===== src/rtl/alu_reservation_station.sv =====
// ALU reservation station: buffers dispatched micro-ops, wakes them from the CDB, issues oldest-ready.
// Optional RS_CDB_BYPASS_EN lets select see this cycle's CDB broadcast directly.
package alu_rs_pkg;
    localparam int GPR_SIZE     = 32;
    localparam int ROB_IDX_SIZE = 4;

    typedef enum logic [3:0] {
        ALU_PLUS, ALU_MINUS, ALU_AND, ALU_OR,
        ALU_XOR, ALU_SHL, ALU_SHR, ALU_MOV
    } alu_op_t;

    typedef logic [3:0] nzcv_t;

    typedef struct packed {
        logic                    valid;
        alu_op_t                 op;
        logic                    a_rdy;
        logic [GPR_SIZE-1:0]     a_val;
        logic [ROB_IDX_SIZE-1:0] a_tag;
        logic                    b_rdy;
        logic [GPR_SIZE-1:0]     b_val;
        logic [ROB_IDX_SIZE-1:0] b_tag;
        logic                    n_rdy;
        nzcv_t                   n_val;
        logic [ROB_IDX_SIZE-1:0] n_tag;
        logic                    set_nzcv;
        logic [ROB_IDX_SIZE-1:0] dst;
    } rs_entry_t;
endpackage

module alu_reservation_station
    import alu_rs_pkg::*;
#(
    parameter  int NUM_ENTRIES = 4,
    localparam int AGE_W       = $clog2(NUM_ENTRIES)
) (
    input  logic                    in_clk,
    input  logic                    in_rst,
    input  logic                    in_flush,
    input  logic                    in_dispatch_valid,
    input  alu_op_t                 in_dispatch_op,
    input  logic                    in_dispatch_a_ready,
    input  logic [GPR_SIZE-1:0]     in_dispatch_a_val,
    input  logic [ROB_IDX_SIZE-1:0] in_dispatch_a_tag,
    input  logic                    in_dispatch_b_ready,
    input  logic [GPR_SIZE-1:0]     in_dispatch_b_val,
    input  logic [ROB_IDX_SIZE-1:0] in_dispatch_b_tag,
    input  logic                    in_dispatch_nzcv_ready,
    input  nzcv_t                   in_dispatch_nzcv,
    input  logic [ROB_IDX_SIZE-1:0] in_dispatch_nzcv_tag,
    input  logic                    in_dispatch_set_nzcv,
    input  logic [ROB_IDX_SIZE-1:0] in_dispatch_dst_rob_index,
    input  logic                    in_cdb_valid,
    input  logic [ROB_IDX_SIZE-1:0] in_cdb_rob_index,
    input  logic [GPR_SIZE-1:0]     in_cdb_value,
    input  logic                    in_cdb_set_nzcv,
    input  nzcv_t                   in_cdb_nzcv,
    input  logic                    in_fu_alu_ready,
    output logic                    out_dispatch_ready,
    output logic [AGE_W:0]          out_count,
    output logic                    out_alu_start,
    output alu_op_t                 out_alu_op,
    output logic [GPR_SIZE-1:0]     out_alu_val_a,
    output logic [GPR_SIZE-1:0]     out_alu_val_b,
    output logic [ROB_IDX_SIZE-1:0] out_alu_dst_rob_index,
    output logic                    out_alu_set_nzcv,
    output nzcv_t                   out_alu_nzcv
);
`ifdef RS_CDB_BYPASS_EN
    localparam bit BYPASS = 1'b1;
`else
    localparam bit BYPASS = 1'b0;
`endif

    rs_entry_t        ent [NUM_ENTRIES];
    logic [AGE_W-1:0] age [NUM_ENTRIES];

    logic [NUM_ENTRIES-1:0] a_hit, b_hit, n_hit, rdy;
    logic                   sel_any, alloc_any, issue, accept;
    logic [AGE_W-1:0]       sel_idx, sel_age, alloc_idx;
    logic [GPR_SIZE-1:0]    sel_a, sel_b;
    nzcv_t                  sel_n;
    logic [AGE_W:0]         cnt_after, next_count;
    rs_entry_t              new_ent;
    logic                   d_a_hit, d_b_hit, d_n_hit;

    always_comb begin
        sel_any   = 1'b0;
        sel_idx   = '0;
        sel_age   = '0;
        alloc_any = 1'b0;
        alloc_idx = '0;
        for (int i = 0; i < NUM_ENTRIES; i++) begin
            a_hit[i] = in_cdb_valid && !ent[i].a_rdy
                       && (ent[i].a_tag == in_cdb_rob_index);
            b_hit[i] = in_cdb_valid && !ent[i].b_rdy
                       && (ent[i].b_tag == in_cdb_rob_index);
            n_hit[i] = in_cdb_valid && in_cdb_set_nzcv && !ent[i].n_rdy
                       && (ent[i].n_tag == in_cdb_rob_index);
            rdy[i] = ent[i].valid
                     && (ent[i].a_rdy || (BYPASS && a_hit[i]))
                     && (ent[i].b_rdy || (BYPASS && b_hit[i]))
                     && (ent[i].n_rdy || (BYPASS && n_hit[i]));
            if (rdy[i] && (!sel_any || age[i] < sel_age)) begin
                sel_any = 1'b1;
                sel_idx = AGE_W'(i);
                sel_age = age[i];
            end
            if (!alloc_any && !ent[i].valid) begin
                alloc_any = 1'b1;
                alloc_idx = AGE_W'(i);
            end
        end
    end

    always_comb begin
        sel_a = (BYPASS && a_hit[sel_idx]) ? in_cdb_value : ent[sel_idx].a_val;
        sel_b = (BYPASS && b_hit[sel_idx]) ? in_cdb_value : ent[sel_idx].b_val;
        sel_n = (BYPASS && n_hit[sel_idx]) ? in_cdb_nzcv  : ent[sel_idx].n_val;
    end

    assign issue      = in_fu_alu_ready && sel_any && !in_flush;
    assign accept     = in_dispatch_valid && out_dispatch_ready && !in_flush;
    assign cnt_after  = out_count - (AGE_W+1)'(issue);
    assign next_count = cnt_after + (AGE_W+1)'(accept);

    // A dispatching op can catch a broadcast of its producer in the same cycle.
    assign d_a_hit = in_cdb_valid && !in_dispatch_a_ready
                     && (in_dispatch_a_tag == in_cdb_rob_index);
    assign d_b_hit = in_cdb_valid && !in_dispatch_b_ready
                     && (in_dispatch_b_tag == in_cdb_rob_index);
    assign d_n_hit = in_cdb_valid && in_cdb_set_nzcv && !in_dispatch_nzcv_ready
                     && (in_dispatch_nzcv_tag == in_cdb_rob_index);

    always_comb begin
        new_ent          = '0;
        new_ent.valid    = 1'b1;
        new_ent.op       = in_dispatch_op;
        new_ent.a_rdy    = in_dispatch_a_ready || d_a_hit;
        new_ent.a_val    = d_a_hit ? in_cdb_value : in_dispatch_a_val;
        new_ent.a_tag    = in_dispatch_a_tag;
        new_ent.b_rdy    = in_dispatch_b_ready || d_b_hit;
        new_ent.b_val    = d_b_hit ? in_cdb_value : in_dispatch_b_val;
        new_ent.b_tag    = in_dispatch_b_tag;
        new_ent.n_rdy    = in_dispatch_nzcv_ready || d_n_hit;
        new_ent.n_val    = d_n_hit ? in_cdb_nzcv : in_dispatch_nzcv;
        new_ent.n_tag    = in_dispatch_nzcv_tag;
        new_ent.set_nzcv = in_dispatch_set_nzcv;
        new_ent.dst      = in_dispatch_dst_rob_index;
    end

    always_ff @(posedge in_clk or posedge in_rst) begin
        if (in_rst) begin
            for (int i = 0; i < NUM_ENTRIES; i++) begin
                ent[i] <= '0;
                age[i] <= '0;
            end
            out_count             <= '0;
            out_dispatch_ready    <= 1'b1;
            out_alu_start         <= 1'b0;
            out_alu_op            <= ALU_PLUS;
            out_alu_val_a         <= '0;
            out_alu_val_b         <= '0;
            out_alu_dst_rob_index <= '0;
            out_alu_set_nzcv      <= 1'b0;
            out_alu_nzcv          <= '0;
        end else if (in_flush) begin
            for (int i = 0; i < NUM_ENTRIES; i++)
                ent[i].valid <= 1'b0;
            out_count          <= '0;
            out_dispatch_ready <= 1'b1;
            out_alu_start      <= 1'b0;
        end else begin
            out_alu_start <= issue;
            if (issue) begin
                out_alu_op            <= ent[sel_idx].op;
                out_alu_val_a         <= sel_a;
                out_alu_val_b         <= sel_b;
                out_alu_dst_rob_index <= ent[sel_idx].dst;
                out_alu_set_nzcv      <= ent[sel_idx].set_nzcv;
                out_alu_nzcv          <= sel_n;
            end
            for (int i = 0; i < NUM_ENTRIES; i++) begin
                if (ent[i].valid && a_hit[i]) begin
                    ent[i].a_rdy <= 1'b1;
                    ent[i].a_val <= in_cdb_value;
                end
                if (ent[i].valid && b_hit[i]) begin
                    ent[i].b_rdy <= 1'b1;
                    ent[i].b_val <= in_cdb_value;
                end
                if (ent[i].valid && n_hit[i]) begin
                    ent[i].n_rdy <= 1'b1;
                    ent[i].n_val <= in_cdb_nzcv;
                end
                if (issue && ent[i].valid && age[i] > sel_age)
                    age[i] <= age[i] - 1'b1;
                if (issue && AGE_W'(i) == sel_idx)
                    ent[i].valid <= 1'b0;
            end
            // Only slots free in registered state are allocated; an issuing slot waits a cycle.
            if (accept) begin
                ent[alloc_idx] <= new_ent;
                age[alloc_idx] <= cnt_after[AGE_W-1:0];
            end
            out_count          <= next_count;
            out_dispatch_ready <= next_count < (AGE_W+1)'(NUM_ENTRIES);
        end
    end

    always @(posedge in_clk) begin
        if (!in_rst)
            assert (!(in_dispatch_valid && !out_dispatch_ready && !in_flush))
            else $warning("dispatch dropped: station full");
    end
endmodule


===== config.mk =====
export PLATFORM = sky130hd
export DESIGN_NAME = alu_reservation_station
export DESIGN_NICKNAME = d
export VERILOG_FILES = /design/src/rtl/alu_reservation_station.sv
export SDC_FILE = /design/constraint.sdc
export NUM_CORES = 2
export LEC_CHECK = 0
export BUFFER_PORTS_ARGS = -buffer_cell sky130_fd_sc_hd__buf_2
export CAP_MARGIN = 0
export CORE_MARGIN = 3
export CORE_UTILIZATION = 50
export CTS_CLUSTER_DIAMETER = 150
export DETAILED_ROUTE_END_ITERATION = 8
export HOLD_SLACK_MARGIN = 0.06
export PLACE_DENSITY = 0.72
export SLEW_MARGIN = 25
export SYNTH_ARGS = -nofsm -noshare
export SYNTH_HDL_FRONTEND = slang
export SYNTH_SLANG_ARGS = --single-unit

===== constraint.sdc =====
create_clock -name in_clk -period 17.8 [get_ports in_clk]
set_input_delay 5.34 -clock in_clk [delete_from_list [all_inputs] [get_ports in_clk]]
set_output_delay 5.34 -clock in_clk [all_outputs]
set_load 0.005 [all_outputs]

# [Yosys cells after proc, flatten, opt, wreduce, memory -nomap -nowiden]
# Index checks and enable logic that the tools add are counted.
[op_classes] shifts=0 order_cmp=11 mul=0 n_reduce_logical=111 n_eq_ne=18 add_sub_neg=6 n_bitwise=3 div=0 muxes=78
[ops] op="$mux W33" n=16
[ops] op="$bwmux W372" n=1
[ops] op="$mux W372" n=1
[ops] op="$bmux W93 S2" n=1
[ops] op="$demux W93 S2" n=1
[ops] op="$mux W92" n=2
[ops] op="$mux W93" n=1
[ops] op="$logic_and A1 B1 Y1" n=78
[ops] op="$mux W32" n=2
[ops] op="$eq A4 B4 Y1" n=15
[ops] op="$mux W5" n=8
[ops] op="$mux W2" n=17
[ops] op="$logic_not A1 Y1" n=24
[ops] op="$mux W1" n=23
[ops] op="$bwmux W8" n=1
[ops] op="$gt A2 B2 Y1" n=4
[ops] op="$mux W8" n=1
[ops] op="$sub A2 B1 Y2 const B" n=4
[ops] op="$ge A3 B3 Y1 const B" n=2
[ops] op="$logic_or A1 B1 Y1" n=6
[ops] op="$lt A2 B2 Y1" n=3
[ops] op="$not A2 Y3" n=2
[ops] op="$demux W2 S2" n=1
[ops] op="$eq A2 B2 Y1 const A" n=2
[ops] op="other kinds (10)" n=11
[word_totals] output_inout_bits=82 memories=0 ram_bits=0 latch_bits=0 mem_bits_ro=0 reg_bits=462 input_bits=139

# [Logic depth before layout (Yosys ltp)]
[depth] ltp_word=24 ltp_mapped=26

# [Least setup slack after synthesis]
# OpenSTA, ideal clock, no wires.
[synth_timing] path_kind="input port to flip-flop" start="input in_flush" end="register out_count[2]" arrival_time_ns=7.513 path_stages=14 setup_ns=0.064 slack_ns=10.224 cell_sequence="buf_2 > inv_2 > nand2b_2 > buf_6 > buf_2 > clkbuf_1 > inv_1 > ha_1 > inv_1 > ha_1 > ha_1 > xnor2_1 > or2_2 > inv_1"
[synth_via] elab_chain_len=5 word_cells_on_any_way=6 classes_between="add/sub: 2; mux: 1; reduce/logical: 3"
[synth_rtl] element="from (decl)" line_no="39" source="input logic in_flush,"
[synth_rtl] element="$logic_not A1 Y1" line_no="122, 123"
[synth_rtl] element="$logic_and A1 B1 Y1" line_no="122" source="assign issue = in_fu_alu_ready && sel_any && !in_flush;"
[synth_rtl] element="$sub A3 B1 Y3" line_no="124" source="assign cnt_after = out_count - (AGE_W+1)'(issue);"
[synth_rtl] element="$add A3 B1 Y3" line_no="125" source="assign next_count = cnt_after + (AGE_W+1)'(accept);"
[synth_rtl] element="$mux W3 (*)" line_no="167" source="end else if (in_flush) begin"
[synth_rtl] element="to (signal assigned)" line_no="206" source="out_count <= next_count;"
[synth_rtl] element="to (decl)" line_no="60" source="output logic [AGE_W:0] out_count,"
# Mark *: on every way between the ends. The rest lies on a longest branch, timed or not.
# A chain may end at the register's enable or synchronous reset.

# [Final worst setup path]
[layout_timing] start="input in_flush" end="register ent[341] (netlist name)"
[layout_via] elab_chain_len=3
[layout_rtl] element="$logic_not A1 Y1" line_no="123" source="assign accept = in_dispatch_valid && out_dispatch_ready && !in_flush;"
[layout_rtl] element="$logic_and A1 B1 Y1" line_no="123"
[layout_rtl] element="$mux W372" line_no="202" source="if (accept) begin"
[layout_rtl] element="to (signal, indexed assignment)" line_no="203" source="ent[alloc_idx] <= new_ent;"
[layout_rtl] element="to (decl)" line_no="75" source="rs_entry_t ent [NUM_ENTRIES];"
# Parallel ways exist; a longest one is shown, timed or not.

==> run_results.csv <==
group,metric,value,unit
outcome,status,"complete, no violations",
pwr,p_leak,11.8,nW
layout,final_cells,3133,
timing,grt_setup_unrepaired,"no",
route,vias_per_cell,6.58,
clocking,hold_buffers,0,
clocking,clkLatencyLatePin,600,ps
floorplan,ios,221,
clocking,cts_setup_buffers,0,
clocking,numCtsBuffers,49,
pwr,p_per_area,120,nW/um2
placed_design,gp_congestion,0.851,
clocking,clkSinkCount,462,
clocking,cts-resized-gates,0,
synthesis,ys_types,67,
synthesis,ys_ff_latch,462,
worst_setup_path,path_class,"input port to flip-flop",
synthesis,synth.largest_area_cell,"dfrtp_1",
route,wl_per_cell,24.8,um
timing,finClkSkew,20.5,ps
floorplan,die_h,223,um
clocking,cts_root_buf,"clkbuf_16",
route,drt_wl_total,77700,um
route,drt_iter0_drc,2356,
timing,slew_headroom,31.4,%
worst_setup_path,endpoint_kind,"flip-flop",
timing,setup_tns,0,ps
pwr,vdd_drop_max,0.0819,mV
timing,clock.fmax,0.123,GHz
timing,finalCriticalPeriod,8140,ps
grt,grt_pass1_vias,20500,
placed_design,port-buffer-count,220,
floorplan,coreArea,46000,um2
synthesis,synthFlopType,"dfrtp_1",
worst_setup_path,critPathMaxFanout,51,
hold_path,min_path_type,"flip-flop to flip-flop",
worst_setup_path,critPathRequiredTime,18310,ps
timing,setup_viol,0,
route,final_antenna_net_count,0,
synthesis,yosysWarnings,0,
grt,met2_usage,47.2,%
synthesis,synth.most_common_cell,"dfrtp_1",
placed_design,placed_cells,3036,
layout,nets,2646,
clocking,cts_tree,"yes",
synthesis,yosys-top-cells-area,"dfrtp_1 (49%), a21oi_1 (6.2%), nor2_1 (4.8%), o2bb2ai_1 (4.8%), o22a_1 (4.7%)",
synthesis,syn-cell-area,23600,um2
synthesis,ys_seq_area_share,49.1,%
synthesis,ys_async_sr_fraction,100,%
clocking,cts_max_level,2,
grt,antenna_found_initial,5,
worst_setup_path,rr_worst_depth,24,
timing,timing.final.hold_violations,0,
pwr,p_total,3.19,mW
grt,grt_pass1_wl,120000,um
layout,area_growth,12.8,%
floorplan,rows,78,
grt,grt.busiest_layer,"met2",
worst_setup_path,rrSetupSlack,10790,ps
layout,fillers,3906,
grt,grt_max_degree,193,
route,dr_total_vias,20600,
synthesis,synth_common_cells,"dfrtp_1 (461), nor2_1 (303), a21oi_1 (294)",
job,drv_cap,0,
synthesis,synth_nets,2569,
timing,period_share,45.7,%
synthesis,synth_edf_count,0,
route,drt_pass1_iterations,6,
worst_setup_path,cp.arrival,8650,ps
worst_setup_path,start_kind,"input port",
synthesis,synth_top_area_share,49.0,%
floorplan,start_util,51.3,%
synthesis,syn_inst,2415,
placed_design,place_hpwl,46000,um
clocking,cts.clk_slew.worst_paths,60,ps
timing,max_slew.worst_pin.slew,1030,ps
synthesis,syn_avg_cell_area,9.76,um2
route,drc,0,
timing,finalMaxSlewViolations,0,
floorplan,die-width,223,um
grt,grt_overflow_total,0,
hold_path,whs_path_depth,2,
grt,use_met1,42.0,%
layout,drive_gt1_share,17.8,%
grt,grt_util_met3,6.78,%
grt,grtUsageTotal,30.4,%
clocking,clockBufferDepth,3,
floorplan,die_area,49800,um2
-- cell usage in the layout (no fill, tap or decap), types with 11 or more instances in the layout --
cell type,Yosys,layout
o2bb2ai_1,128,128
xor2_1,20,20
dfrtp_1,461,461
mux2i_1,69,69
mux2_2,33,33
o21ai_0,45,45
o21ai_1,73,73
a22o_1,70,70
clkbuf_16,0,51
nor3_1,14,14
xnor2_1,37,37
buf_4,5,32
nor2_1,303,300
a21oi_1,294,287
nand4_1,17,17
a22oi_1,106,106
inv_1,23,22
ha_1,15,15
nand2_1,195,193
buf_2,73,219
o22a_1,127,127
a211oi_1,11,11
clkbuf_1,137,16
a22oi_2,40,40
-- cell families after synthesis --
family,after synthesis,synth area share (%)
buffers and inverters,266,4.99
adder cells (fa/ha/maj),15,0.797
XOR/XNOR,57,2.12
AND/OR/NAND/NOR,579,10.2
AO/OA/AOI/OAI,934,28.3
multiplexers,102,4.51
flip-flops,462,49.1
-- where the power goes --
part | internal, mW | total, mW | switching, mW | leakage [nW]
Sequential | 1.33 | 1.53 | 0.201 | 5.86
Combinational | 0.313 | 0.618 | 0.305 | 5.15
Clock | 0.611 | 1.04 | 0.432 | 0.802
Total | 2.25 | 3.19 | 0.938 | 11.8
-- worst max-delay path, cell delays in order --
cell,delay (ps)
buf_4,230
inv_4,420
and3_1,330
and2_4,650
buf_4,690
nor2_1,140
nor2_2,120
buf_4,430
nor2_1,90
a21oi_1,140
-- final timing paths --
kind | start | to
hold / removal | flip-flop | flip-flop
setup / recovery | in_flush | ent[341]
hold reg to reg | flip-flop | flip-flop
min in group asynchronous | in_rst | ent[359]
setup reg to reg | ent[371] | age[3]
max in group asynchronous | in_rst | asynchronous set/reset pin
-- metal layers --
layer,part of all wire [%],up-vias
li1,-,8944
met1,40,10300
met2,45,1165
met3,11,193
met4,3.8,4
met5,0.030,-
-- final cells by class --
cell class / instances / area, um2 / area share, %
Clock inverter: 13 / 148 / 0.555
Tap cell: 600 / 751 / 2.82
Inverter: 27 / 108 / 0.405
Clock buffer: 77 / 1470 / 5.54
Sequential cell: 462 / 11600 / 43.5
Multi-Input combinational cell: 1687 / 11000 / 41.2
Timing Repair Buffer: 265 / 1580 / 5.96
Antenna cell: 2 / 5.00 / 0.0188
-- metrics by stage --
stage,setup slack (ps),hold WS (ps),cell area (um2),util (%)
floorplan,6210,437,23600,-
global placement,9230,452,24800,53.9
detailed placement,9150,462,24800,54.0
CTS,9760,477,26400,57.5
global route,9510,497,26600,57.8
finish,9660,475,26600,57.8
Power figures use the tool's default switching activity.
